**src/rtl/rr_byte_arbiter.sv**
```systemverilog
// Round-robin arbiter sharing one registered byte channel among NUM_REQ requesters.
// Each grant lasts until the requester's last beat or MAX_BURST beats, whichever comes first.
module rr_byte_arbiter #(
  parameter int NUM_REQ   = 4,
  parameter int DATA_W    = 8,
  parameter int MAX_BURST = 4
) (
  input  logic                       clk,
  input  logic                       reset,
  input  logic [NUM_REQ-1:0]         req_valid,
  input  logic [DATA_W-1:0]          req_data [0:NUM_REQ-1],
  input  logic [NUM_REQ-1:0]         req_last,
  output logic [NUM_REQ-1:0]         req_ready,
  output logic                       out_valid,
  output logic [DATA_W-1:0]          out_data,
  output logic [$clog2(NUM_REQ)-1:0] out_src,
  output logic                       out_last,
  input  logic                       out_ready
);
  localparam int SRC_W = $clog2(NUM_REQ);
  localparam int CNT_W = $clog2(MAX_BURST + 1);

  typedef enum logic {IDLE, XFER} state_t;

  state_t           state;
  logic [SRC_W-1:0] ptr_reg;
  logic [SRC_W-1:0] grant_reg;
  logic [CNT_W-1:0] beat_cnt_reg;

  logic             slot_free;
  logic             accept;
  logic             final_beat;
  logic [SRC_W-1:0] arb_idx;
  logic             arb_hit;

  assign slot_free  = !out_valid || out_ready;
  assign accept     = (state == XFER) && req_valid[grant_reg] && slot_free;
  assign final_beat = req_last[grant_reg] || (beat_cnt_reg == CNT_W'(MAX_BURST - 1));

  // Scan starts just past the last-served requester, so it gets lowest priority.
  always_comb begin
    logic [SRC_W-1:0] idx;
    arb_idx = '0;
    arb_hit = 1'b0;
    idx     = '0;
    for (int k = 1; k <= NUM_REQ; k++) begin
      idx = SRC_W'((int'(ptr_reg) + k) % NUM_REQ);
      if (!arb_hit && req_valid[idx]) begin
        arb_hit = 1'b1;
        arb_idx = idx;
      end
    end
  end

  for (genvar gi = 0; gi < NUM_REQ; gi++) begin : g_ready
    assign req_ready[gi] = (state == XFER) && (grant_reg == SRC_W'(gi)) && slot_free;
  end

  always_ff @(posedge clk) begin
    if (reset) begin
      state        <= IDLE;
      ptr_reg      <= SRC_W'(NUM_REQ - 1);
      grant_reg    <= '0;
      beat_cnt_reg <= '0;
      out_valid    <= 1'b0;
      out_data     <= '0;
      out_src      <= '0;
      out_last     <= 1'b0;
    end else begin
      // A pop and an accept in the same cycle keep out_valid high with fresh data.
      if (accept) begin
        out_valid    <= 1'b1;
        out_data     <= req_data[grant_reg];
        out_src      <= grant_reg;
        out_last     <= final_beat;
        beat_cnt_reg <= beat_cnt_reg + CNT_W'(1);
      end else if (out_ready) begin
        out_valid <= 1'b0;
      end

      case (state)
        IDLE: begin
          if (arb_hit) begin
            grant_reg    <= arb_idx;
            beat_cnt_reg <= '0;
            state        <= XFER;
          end
        end
        XFER: begin
          if (accept && final_beat) begin
            ptr_reg <= grant_reg;
            state   <= IDLE;
          end
        end
        default: state <= state_t'('x);
      endcase
    end
  end

  a_ready_onehot0: assert property (@(posedge clk) disable iff (reset) $onehot0(req_ready));
  a_ready_idle: assert property (@(posedge clk) disable iff (reset)
    (state == IDLE) |-> (req_ready == '0));
  a_out_stable: assert property (@(posedge clk) disable iff (reset)
    (out_valid && !out_ready) |=> $stable({out_valid, out_data, out_src, out_last}));

endmodule
```
**config.mk**
```make
export PLATFORM = sky130hd
export DESIGN_NAME = rr_byte_arbiter
export DESIGN_NICKNAME = d
export VERILOG_FILES = /design/src/rtl/rr_byte_arbiter.sv
export SDC_FILE = /design/constraint.sdc
export NUM_CORES = 1
export LEC_CHECK = 0
export CELL_PAD_IN_SITES_DETAIL_PLACEMENT = 1
export CELL_PAD_IN_SITES_GLOBAL_PLACEMENT = 1
export CORE_AREA = 3 3 68 70
export CTS_CLUSTER_SIZE = 16
export DETAILED_ROUTE_END_ITERATION = 16
export DIE_AREA = 0 0 71 73
export MAX_ROUTING_LAYER = met4
export PLACE_DENSITY = 0.77
export SYNTH_ARGS = -nofsm -noshare
export SYNTH_HDL_FRONTEND = slang
export SYNTH_SLANG_ARGS = --single-unit
```
**constraint.sdc**
```tcl
create_clock -name clk -period 2.25 [get_ports clk]
set_input_delay 0.45 -clock clk [delete_from_list [all_inputs] [get_ports clk]]
set_output_delay 0.45 -clock clk [all_outputs]
set_load 0.02 [all_outputs]
```
* Word-level counts from Yosys, hierarchy flattened *
Cells that the tools add are included.

operators by class
  $add $sub $neg = 5
  $lt $le $gt $ge = 6
  equality and inequality tests = 4
  mux-type cells = 31
  bitwise logic cells = 2
  reduce and logical (&&, ||, !) cells = 24

operators with widths
  kind                   count
  $bmux W8 S2            1
  $mux W8                2
  $lt A2 B3 Y1 const B   5
  $logic_and A1 B1 Y1    14
  $mux W1                14
  $bmux W1 S2            6
  $mux W3                3
  $mux W2                4
  $add A2 B1 Y2 const B  2
  $add A2 B2 Y2 const B  2
  $eq A2 B2 Y1 const B   2
  $logic_not A1 Y1       4
  $reduce_and A2 Y1      2
  $add A3 B1 Y3 const B  1
  $eq A3 B2 Y1 const B   1
  $ge A3 B3 Y1 const B   1
  $not A2 Y3             1
  $eq A2 B1 Y1 const B   1
  $logic_not A2 Y1       1
  $logic_or A1 B1 Y1     2
  $pmux W1 S2            1
  $reduce_bool A2 Y1     1
  $not A1 Y1             1

word-level totals
  bits in registers = 20
  bits of input ports = 43
  word-level logic and storage cells = 80

* Depth between registers and ports, before layout *
  depth in word-level cells = 15
  depth in mapped cells = 6

* Worst setup path before layout *
Ideal clock, no wire load.

  kind = input to output
  start point = input port out_ready
  end point = output port req_ready[0]
  arrival time = 1.327 ns
  setup slack = 0.473 ns
  cell stages on the path = 3
  path through = nand2b_1 nand2_1 nor3_1

on the way
  word-level cells in the longest chain between the ends = 2

RTL lines
  element              RTL line  text
  from (decl)          18        input logic out_ready
  $logic_or A1 B1 Y1   36        assign slot_free = !out_valid || out_ready;
  $logic_and A1 B1 Y1  56        assign req_ready[gi] = (state == XFER) && (grant_reg == SRC_W'(gi)) && slot_free;
  to (decl)            13        output logic [NUM_REQ-1:0] req_ready,

No other way between the ends.

* Worst setup path after layout *
Same ends and word-level chain as after synthesis.

==> impl_metrics.tcl <==
set metrics [dict create \
    relSlewSlack_pct 69.81 \
    cts_tree "built" \
    io_buffers 58 \
    cts_buffers 3 \
    synth-xor-area-share_pct 0.7503 \
    synth_fa_ha_area_share_pct 2.144 \
    areaGrowthSynthToFinish_pct 64.09 \
    grt_pass1_vias 1291 \
    grt_pass1_wl_mm 6.596 \
    num_antenna_cells 0 \
    cts.clk_slew.worst_paths_ns 0.08 \
    status "finished clean" \
    design_area_um2 1916 \
    final_nets 221 \
    timing.max_cap.violations 0 \
    io_pins 59 \
    slew_viol_final 0 \
    yosys_register_bits 20 \
    top_usage_layer "met2" \
    overflow 0 \
    antenna_found_initial 0 \
    vias 1121 \
    worst-path-buf-inv 2 \
    layout_commonest_cell "clkdlybuf4s50_1" \
    synth-seq-area-share_pct 34.30 \
    hold_class "flop to flop" \
    cp_data_arrival_time_ns 1.74 \
    track_usage_pct 17.22 \
    synth_top_family_by_area "multiplexers" \
    path_delay_family "buffers and inverters" \
    worst_r2r_endpoint "beat_cnt_reg[2]$_SDFF_PP0_" \
    cts-root-buf "clkbuf_8" \
    drtIter0Drc 17 \
    std_cell_rows 23 \
    ant_nets 0 \
    hold_path_end "out_last$_SDFFE_PP0P_" \
    cp_cell_sequence "clkdlybuf4s50_1 > nand2b_1 > nand2_1 > nor3_1 > dlygate4sd2_1" \
    routabilityCongestion 0.8284 \
    start_util_pct 28.98 \
    die_y_um 73 \
    synth_compound_area_share_pct 10.72 \
    via_per_inst 4.982 \
    fin_skew_ns 0.006531 \
    end_kind "output port" \
    final_hold_viol_count 0 \
    post-cts-setup-buffers 0 \
    wl_per_cell_um 18.06 \
    clock_latency_ns 0.27 \
    drt-total-wl_mm 4.064 \
    grt_max_degree 21 \
    die_area_um2 5183 \
    htreeDepth 1 \
    r2r-start "grant_reg[0]$_SDFFE_PP0P_" \
    power.density_nw_per_um2 583.8 \
    grtUsageMet3_pct 3.719 \
    holdPathStages 2 \
    remaining_drc_errors 0 \
    cpPeakStageDelay_ns 0.46 \
    syn_nets 153 \
    first_pass_iters 6 \
    hpwl_mm 3.136 \
    largest_reg_flops 8 \
    clk_path_buf_depth 2 \
    synth.area.mux_share_pct 31.83 \
    syn_area_um2 1167 \
    power.leakage_nw 0.7722 \
    synthSimpleGateAreaFrac_pct 14.90 \
    avgSynthCellArea_um2 10.81 \
    hp-start "out_last$_SDFFE_PP0P_" \
    period_minus_slack_ns 2.188 \
    rsz0062_at_grt "no" \
    regToRegSetupSlack_ns 0.24 \
    synthCells 108 \
    use_met1_pct 17.54 \
    worst-path-max-fanout 5 \
    max_freq_mhz 457.0 \
    worst_slew_pin_slew_ns 0.4522 \
    core_um2 4029 \
    finalSetupTns_ns 0 \
    path_class "input pin to output port" \
    start_kind "input pin" \
    ys_types 26 \
    setup_viol 0 \
    use_met2_pct 32.34 \
    die_w_um 71 \
    cts.sink_count 20 \
    reg2regPathDepth 4 \
    crit_required_ns 1.80 \
    fin_crit_sh_pct 97.25 \
    ir_worst_vdd_mv 0.2240 \
    mostFrequentLayoutCells "54 x clkdlybuf4s50_1, 20 x dfxtp_1, 16 x nor2_1" \
    dpl_cell_area_um2 1849 \
    yosysWarnings 0 \
    drive_gt1_share_pct 14.86 \
    cp_slowest_cell "clkdlybuf4s50_1" \
    fin_util_pct 47.55 \
]
==> per-stage QoR <==
step | std cells | total power [W] | worst slack, ns | hold slack [ns]
after global routing | 225 | 0.001168 | 0.01216 | 0.4990
after detailed placement | 221 | 0.0007513 | -0.2228 | 0.4643
after floorplan | 108 | 0.0005912 | 0.4735 | 0.4734
after CTS | 225 | 0.001127 | 0.06706 | 0.4757
after global placement | 221 | 0.0007376 | -0.1427 | 0.4473
final | 225 | 0.001118 | 0.06186 | 0.4749
==> tightest hold or removal path: stages (launching register included) <==
cell     delay [ns]
dfxtp_1        0.32
nand2_1        0.05
a21oi_1        0.05
==> synth_stat cells <==
library cell  count  area, um^2
buf_2             1       5.000
mux2i_1          12       120.1
o2111ai_4         1       26.28
nand2b_1          5       31.28
a211o_1           3       26.28
mux2_1            1       11.26
dfxtp_1          20       400.4
nor3_1            6       30.03
a31o_1            1       8.760
xor2_1            1       8.760
clkbuf_1          4       15.01
a21oi_1           8       40.04
nor2b_1           2       12.51
nand3_4           1       17.52
buf_12            1       20.02
nor2_1           16       60.06
nor3b_1           1       7.510
mux4_2            6       135.1
inv_2             2       7.510
inv_1             1       3.750
ha_1              2       25.02
o21ai_0           3       15.01
mux4_1            4       105.1
a311oi_1          1       8.760
buf_6             1       11.26
nand2_1           4       15.01
==> final cells by class <==
type | count | area (um^2)
Clock inverter | 1 | 30.03
Timing Repair Buffer | 70 | 665.6
Sequential cell | 20 | 400.4
Multi-Input combinational cell | 78 | 704.4
Tap cell | 50 | 62.56
Clock buffer | 3 | 41.29
Inverter | 3 | 11.26
Fill cell | 465 | 2113
==> report_power, final <==
part | internal, W | total (W) | switching (W)
registers | 0.000379 | 0.000403 | 0.0000243
clock network | 0.000238 | 0.000381 | 0.000143
logic | 0.000196 | 0.000335 | 0.000139
==> per-layer routing <==
metal / up-vias / share of wire (%)
met5: - / 0
met2: 39 / 53
met4: 0 / 1.6
li1: 531 / -
met1: 546 / 40
met3: 5 / 5.5
==> worst max path at each step <==
stage                               to       from  slack (ns)  cells past startpoint
after floorplan           req_ready[0]  out_ready        0.47                      3
after global placement    req_ready[0]  out_ready       -0.14                      5
after detailed placement  req_ready[0]  out_ready       -0.22                      5
after CTS                 req_ready[0]  out_ready        0.07                      5
after global routing      req_ready[0]  out_ready        0.01                      5
final                     req_ready[0]  out_ready        0.06                      5
==> logic make-up after synthesis <==
| family | count (synthesis) |
|---|---|
| simple gates | 35 |
| mux | 23 |
| flops | 20 |
| compound gates | 17 |
| buf+inv | 10 |
| fa+ha+maj | 2 |
| xor+xnor | 1 |
==> repair_timing <==
action	4_1_cts	5_1_grt
gates resized for setup	4	0
hold endpoints to repair	0	0
setup endpoints to repair	4	0
hold buffers	0	0
No activity file was read; power rests on OpenSTA's default activity.
